`config.mk`:
```
export PLATFORM = sky130hd
export DESIGN_NAME = mem_access_unit
export DESIGN_NICKNAME = d
export VERILOG_FILES = /design/src/rtl/mem_access_unit.sv
export SDC_FILE = /design/constraint.sdc
export NUM_CORES = 1
export LEC_CHECK = 0
export CAP_MARGIN = 20
export CORE_UTILIZATION = 47
export DETAILED_ROUTE_END_ITERATION = 7
export PLACE_DENSITY_LB_ADDON = 0.15
export SYNTH_ARGS = -nofsm -noshare
export SYNTH_HDL_FRONTEND = slang
export SYNTH_SLANG_ARGS = --single-unit
```
`constraint.sdc`:
```
create_clock -name clk -period 5.1 [get_ports clk]
set_clock_uncertainty 0.2 [all_clocks]
set_input_delay 0.765 -clock clk [delete_from_list [all_inputs] [get_ports clk]]
set_output_delay 0.765 -clock clk [all_outputs]
set_load 0.02 [all_outputs]
```
`src/rtl/mem_access_unit.sv`:
```
// Memory-access sequencer for the multicycle MIPS datapath: byte/half/word loads with extension,
// sub-word stores by read-modify-write. Optional alignment trap: define MEM_ACCESS_ALIGN_TRAP_EN.
module mem_access_unit #(
    parameter int MEM_LATENCY = 1
) (
    input  logic        clk,
    input  logic        reset,
    input  logic        req,
    input  logic        we,
    input  logic [1:0]  size,
    input  logic        sext,
    input  logic [31:0] addr,
    input  logic [31:0] wdata,
    output logic        busy,
    output logic        done,
    output logic [31:0] rdata,
    output logic        misaligned,
    output logic [31:0] mem_addr,
    output logic        mem_rd,
    output logic        mem_wr,
    output logic [31:0] mem_wdata,
    input  logic [31:0] mem_rdata
);

    typedef enum logic [2:0] {S_IDLE, S_RD, S_WAIT, S_WR, S_FIN} state_t;

    localparam logic [2:0] LAT_CNT = 3'(MEM_LATENCY);

    state_t      state_q, state_d;
    logic [2:0]  cnt_q, cnt_d;
    logic [31:0] addr_q, addr_d;
    logic [31:0] wdata_q, wdata_d;
    logic [1:0]  size_q, size_d;
    logic        we_q, we_d;
    logic        sext_q, sext_d;
    logic        fault_q, fault_d;

    logic        busy_d, done_d, misaligned_d, mem_rd_d, mem_wr_d;
    logic [31:0] rdata_d, mem_addr_d, mem_wdata_d;

    logic        fault;
    logic [31:0] byte_sel, half_sel, load_val, merged;

`ifdef MEM_ACCESS_ALIGN_TRAP_EN
    assign fault = (size == 2'b01 && addr[0]) || (size[1] && addr[1:0] != 2'b00);
`else
    assign fault = 1'b0;
`endif

    // Lane extraction and store merge work on the word returned by memory.
    always_comb begin
        byte_sel = mem_rdata >> {addr_q[1:0], 3'b000};
        half_sel = mem_rdata >> {addr_q[1], 4'b0000};
        load_val = mem_rdata;
        merged   = mem_rdata;
        case (size_q)
            2'b00: begin
                load_val = {{24{sext_q & byte_sel[7]}}, byte_sel[7:0]};
                merged[{addr_q[1:0], 3'b000} +: 8] = wdata_q[7:0];
            end
            2'b01: begin
                load_val = {{16{sext_q & half_sel[15]}}, half_sel[15:0]};
                merged[{addr_q[1], 4'b0000} +: 16] = wdata_q[15:0];
            end
            default: ;
        endcase
    end

    // NOTE: every signal gets a default before the case, so no latch can be inferred.
    always_comb begin
        state_d      = state_q;
        cnt_d        = cnt_q;
        addr_d       = addr_q;
        wdata_d      = wdata_q;
        size_d       = size_q;
        we_d         = we_q;
        sext_d       = sext_q;
        fault_d      = fault_q;
        done_d       = 1'b0;
        misaligned_d = 1'b0;
        mem_rd_d     = 1'b0;
        mem_wr_d     = 1'b0;
        mem_addr_d   = mem_addr;
        mem_wdata_d  = mem_wdata;
        rdata_d      = rdata;

        case (state_q)
            S_IDLE: begin
                if (req) begin
                    addr_d     = addr;
                    wdata_d    = wdata;
                    size_d     = size;
                    we_d       = we;
                    sext_d     = sext;
                    fault_d    = fault;
                    mem_addr_d = {addr[31:2], 2'b00};
                    // A trapped access idles one strobe-less cycle in WR so done lands two cycles after req.
                    if (fault) begin
                        state_d = S_WR;
                    end else if (we && size[1]) begin
                        state_d     = S_WR;
                        mem_wr_d    = 1'b1;
                        mem_wdata_d = wdata;
                    end else begin
                        state_d  = S_RD;
                        mem_rd_d = 1'b1;
                    end
                end
            end
            S_RD: begin
                cnt_d   = LAT_CNT;
                state_d = S_WAIT;
            end
            S_WAIT: begin
                cnt_d = cnt_q - 3'd1;
                if (cnt_q == 3'd1) begin
                    if (!we_q) begin
                        rdata_d = load_val;
                        done_d  = 1'b1;
                        state_d = S_FIN;
                    end else begin
                        mem_wdata_d = merged;
                        mem_wr_d    = 1'b1;
                        state_d     = S_WR;
                    end
                end
            end
            S_WR: begin
                done_d       = 1'b1;
                misaligned_d = fault_q;
                state_d      = S_FIN;
            end
            S_FIN: begin
                state_d = S_IDLE;
            end
            default: state_d = S_IDLE;
        endcase

        busy_d = (state_d != S_IDLE);
    end

    // NOTE: state and outputs update with non-blocking assignments so every flop samples pre-edge values.
    always_ff @(posedge clk or posedge reset) begin
        if (reset) begin
            state_q    <= S_IDLE;
            cnt_q      <= '0;
            addr_q     <= '0;
            wdata_q    <= '0;
            size_q     <= '0;
            we_q       <= 1'b0;
            sext_q     <= 1'b0;
            fault_q    <= 1'b0;
            busy       <= 1'b0;
            done       <= 1'b0;
            misaligned <= 1'b0;
            rdata      <= '0;
            mem_rd     <= 1'b0;
            mem_wr     <= 1'b0;
            mem_addr   <= '0;
            mem_wdata  <= '0;
        end else begin
            state_q    <= state_d;
            cnt_q      <= cnt_d;
            addr_q     <= addr_d;
            wdata_q    <= wdata_d;
            size_q     <= size_d;
            we_q       <= we_d;
            sext_q     <= sext_d;
            fault_q    <= fault_d;
            busy       <= busy_d;
            done       <= done_d;
            misaligned <= misaligned_d;
            rdata      <= rdata_d;
            mem_rd     <= mem_rd_d;
            mem_wr     <= mem_wr_d;
            mem_addr   <= mem_addr_d;
            mem_wdata  <= mem_wdata_d;
        end
    end

endmodule
```
==> impl_metrics.ini <==
[min_path]
hold_path_class = register to register

[clock_network]
cts_hold_buf = 0
clkSinkCount = 126
cts_buffer_depth = 2
htreeDepth = 4
cts_made_buffers = 17
post-cts-setup-buffers = 0
ctsResizeCount = 0
insertion_delay_ns = 0.42
cts_root_buf = clkbuf_16
clk_pin_slew_worst_paths_ns = 0.05
cts_tree = done

[grt]
grt_pass1_wl_um = 31500
grt_pass1_vias = 5782
grt_antenna_before_repair = 0
overflow = 0
grt_max_degree = 66
grt_util_all_layers = 0.294

[synth]
synth_enable_flop_cells = 0
avgSynthCellArea_sq_um = 10.3
syn_inst = 614
ys_seq_area_frac = 0.500
synth_seq_cells = 126
synthArstFlopShare = 1.00
synth_warnings = 0
syn_area_sq_mm = 0.00631
synthFlopType = dfrtp_1
synth_cell_types = 52

[finish]
fin_nets = 900
final_cell_mix = clkdlybuf4s50_1, dfrtp_1, nand2_1
fillers = 978
final_common_cell = clkdlybuf4s50_1
antennaDiodeCount = 0
drive_gt1_frac = 0.117
fin_area_sq_mm = 0.00892
syn2layout_area_growth_pct = 41.3

[pwr]
p_sw_uw = 2470
power.switching_fraction = 0.401
ir_worst_vdd_uv = 404
p_leak_uw = 0.00368
clkPwrFrac = 0.193
p_int_uw = 3680
powerDensity_mw_per_mm2 = 689
p_seq_frac = 0.316
finalPower_uw = 6140
power_frac_comb = 0.491

[flow_run]
drv_cap = 0

[setup_path]
crit_path_end_kind = register
start_kind = register
worstPathMaxFanout = 25
path_class = register to register
worst-path-buf-inv = 1
crit_required_ns = 5.24
cp_cell_sequence = inv_1 > ha_1 > nand3b_1 > nor4_2 > a221oi_1 > o21ai_1
slowest_stage = dfrtp_1
cp.arrival_ns = 3.47
crit_family = flip-flops
max_stage_delay_ns = 0.91

[floorplan]
pin_count = 204
rows = 41
chipWidth_um = 118
die-area_sq_mm = 0.0139
fp.coreArea_sq_mm = 0.0129
dieHeight_um = 118
start_util = 0.490

[placement]
gp_congestion = 0.871
placed_area_sq_mm = 0.00834
io_buffers = 200
dp_hpwl_um = 13900

[detailed_routing]
vias = 5790
viasPerCell = 5.94
drc = 0
drtIter0Drc = 552
drt-total-wl_um = 19900
drt_pass1_iterations = 5
wl_per_cell_um = 20.4
ant_nets = 0

[sta]
hold_viol_final = 0
post-route-min-period_ns = 3.33
slew_viol_final = 0
setup_viol = 0
tns_ns = 0
fmax_ghz = 0.301
rsz0062_at_grt = false
tightest_slew_ns = 1.08
slew_headroom = 0.278
post-route-period-util = 0.652

[status]
status = finished, final reports clean
layout make-up:
type	count	area (sq um)	area share
inverters	17	66.3	0.00743
clock inverters	6	82.6	0.00926
clock buffers	25	495	0.0555
repair buffers	207	2050	0.230
flip-flops and latches	126	3150	0.353
multi-input cells	421	2850	0.320
well taps	172	215	0.0241
flip-flops by register name, summed over array words and instances (netlist names):
name and count:
wdata_q 16, mem_rd 1, mem_wdata 32, addr_q 2, cnt_q 3, done 1, sext_q 1, busy 1
mem_addr 30, we_q 1, size_q 2, mem_wr 1, rdata 32, state_q 3
worst reg2reg max path: cells and delay by family, from the launching register on:
kind	cells	cell delay, ns
compound gates	2	0.44
buf+inv	1	0.43
simple gates	2	0.81
flops	1	0.91
fa+ha+maj	1	0.44
kinds of logic after synthesis:
group,after synthesis,synth area share
other,1,0.000594
and+or+nand+nor,142,0.112
buffers and inverters,69,0.0496
AOI/OAI and AO/OA,209,0.218
DFF,126,0.500
muxes,60,0.107
adders and majority gates,7,0.0139
Yosys cell counts (7+ instances only):
cell type	number	share of area
o2bb2ai_1	7	0.0097
mux2_2	48	0.086
a21oi_1	27	0.021
nor2_1	35	0.021
o21ai_0	38	0.030
o21ai_1	51	0.040
buf_2	25	0.020
nand2_1	65	0.039
o22a_1	10	0.014
inv_1	16	0.0095
ha_1	7	0.014
mux2i_1	11	0.017
a221oi_1	36	0.050
dfrtp_1	126	0.50
a21o_1	20	0.024
clkbuf_1	18	0.011
a22o_1	7	0.0097
power groups by stage:
stage	Clock [uW]	Combinational, uW	Sequential, uW
after floorplan	0	1470	2230
after global placement	0	2920	1910
after detailed placement	0	2990	1940
after CTS	1200	3020	1930
after global routing	1250	3230	2010
final	1190	3020	1940
worst paths after layout:
kind	from	endpoint	slack, ns	cells after the start
setup reg to reg	addr_q[1]	mem_wdata[1]	1.77	6
min in group asynchronous	reset	mem_addr[4]	0.66	2
max in group asynchronous	reset	rdata[30]	3.06	3
setup / recovery	addr_q[1]	mem_wdata[1]	1.77	6
hold / removal	mem_wdata[26]	mem_wdata[26]	0.28	2
hold reg to reg	mem_wdata[26]	mem_wdata[26]	0.28	2
routing by layer:
layer,part of all wire,vias up,GRT usage
li1,-,2583,-
met1,0.40,2869,0.371
met2,0.49,287,0.478
met3,0.075,51,0.0756
met4,0.031,0,0.125
met5,0,-,0
through the flow:
| step | hold WS, ns | worst slack, ns | util | std cells |
|---|---|---|---|---|
| after floorplan | 0.281 | 0.779 | - | 616 |
| after global placement | 0.273 | 2.09 | 0.648 | 943 |
| after detailed placement | 0.275 | 1.95 | 0.648 | 943 |
| after CTS | 0.286 | 1.80 | 0.693 | 974 |
| after global routing | 0.316 | 1.54 | 0.693 | 974 |
| final | 0.279 | 1.77 | 0.693 | 974 |
Note: power is estimated with default switching activity, not from simulation.
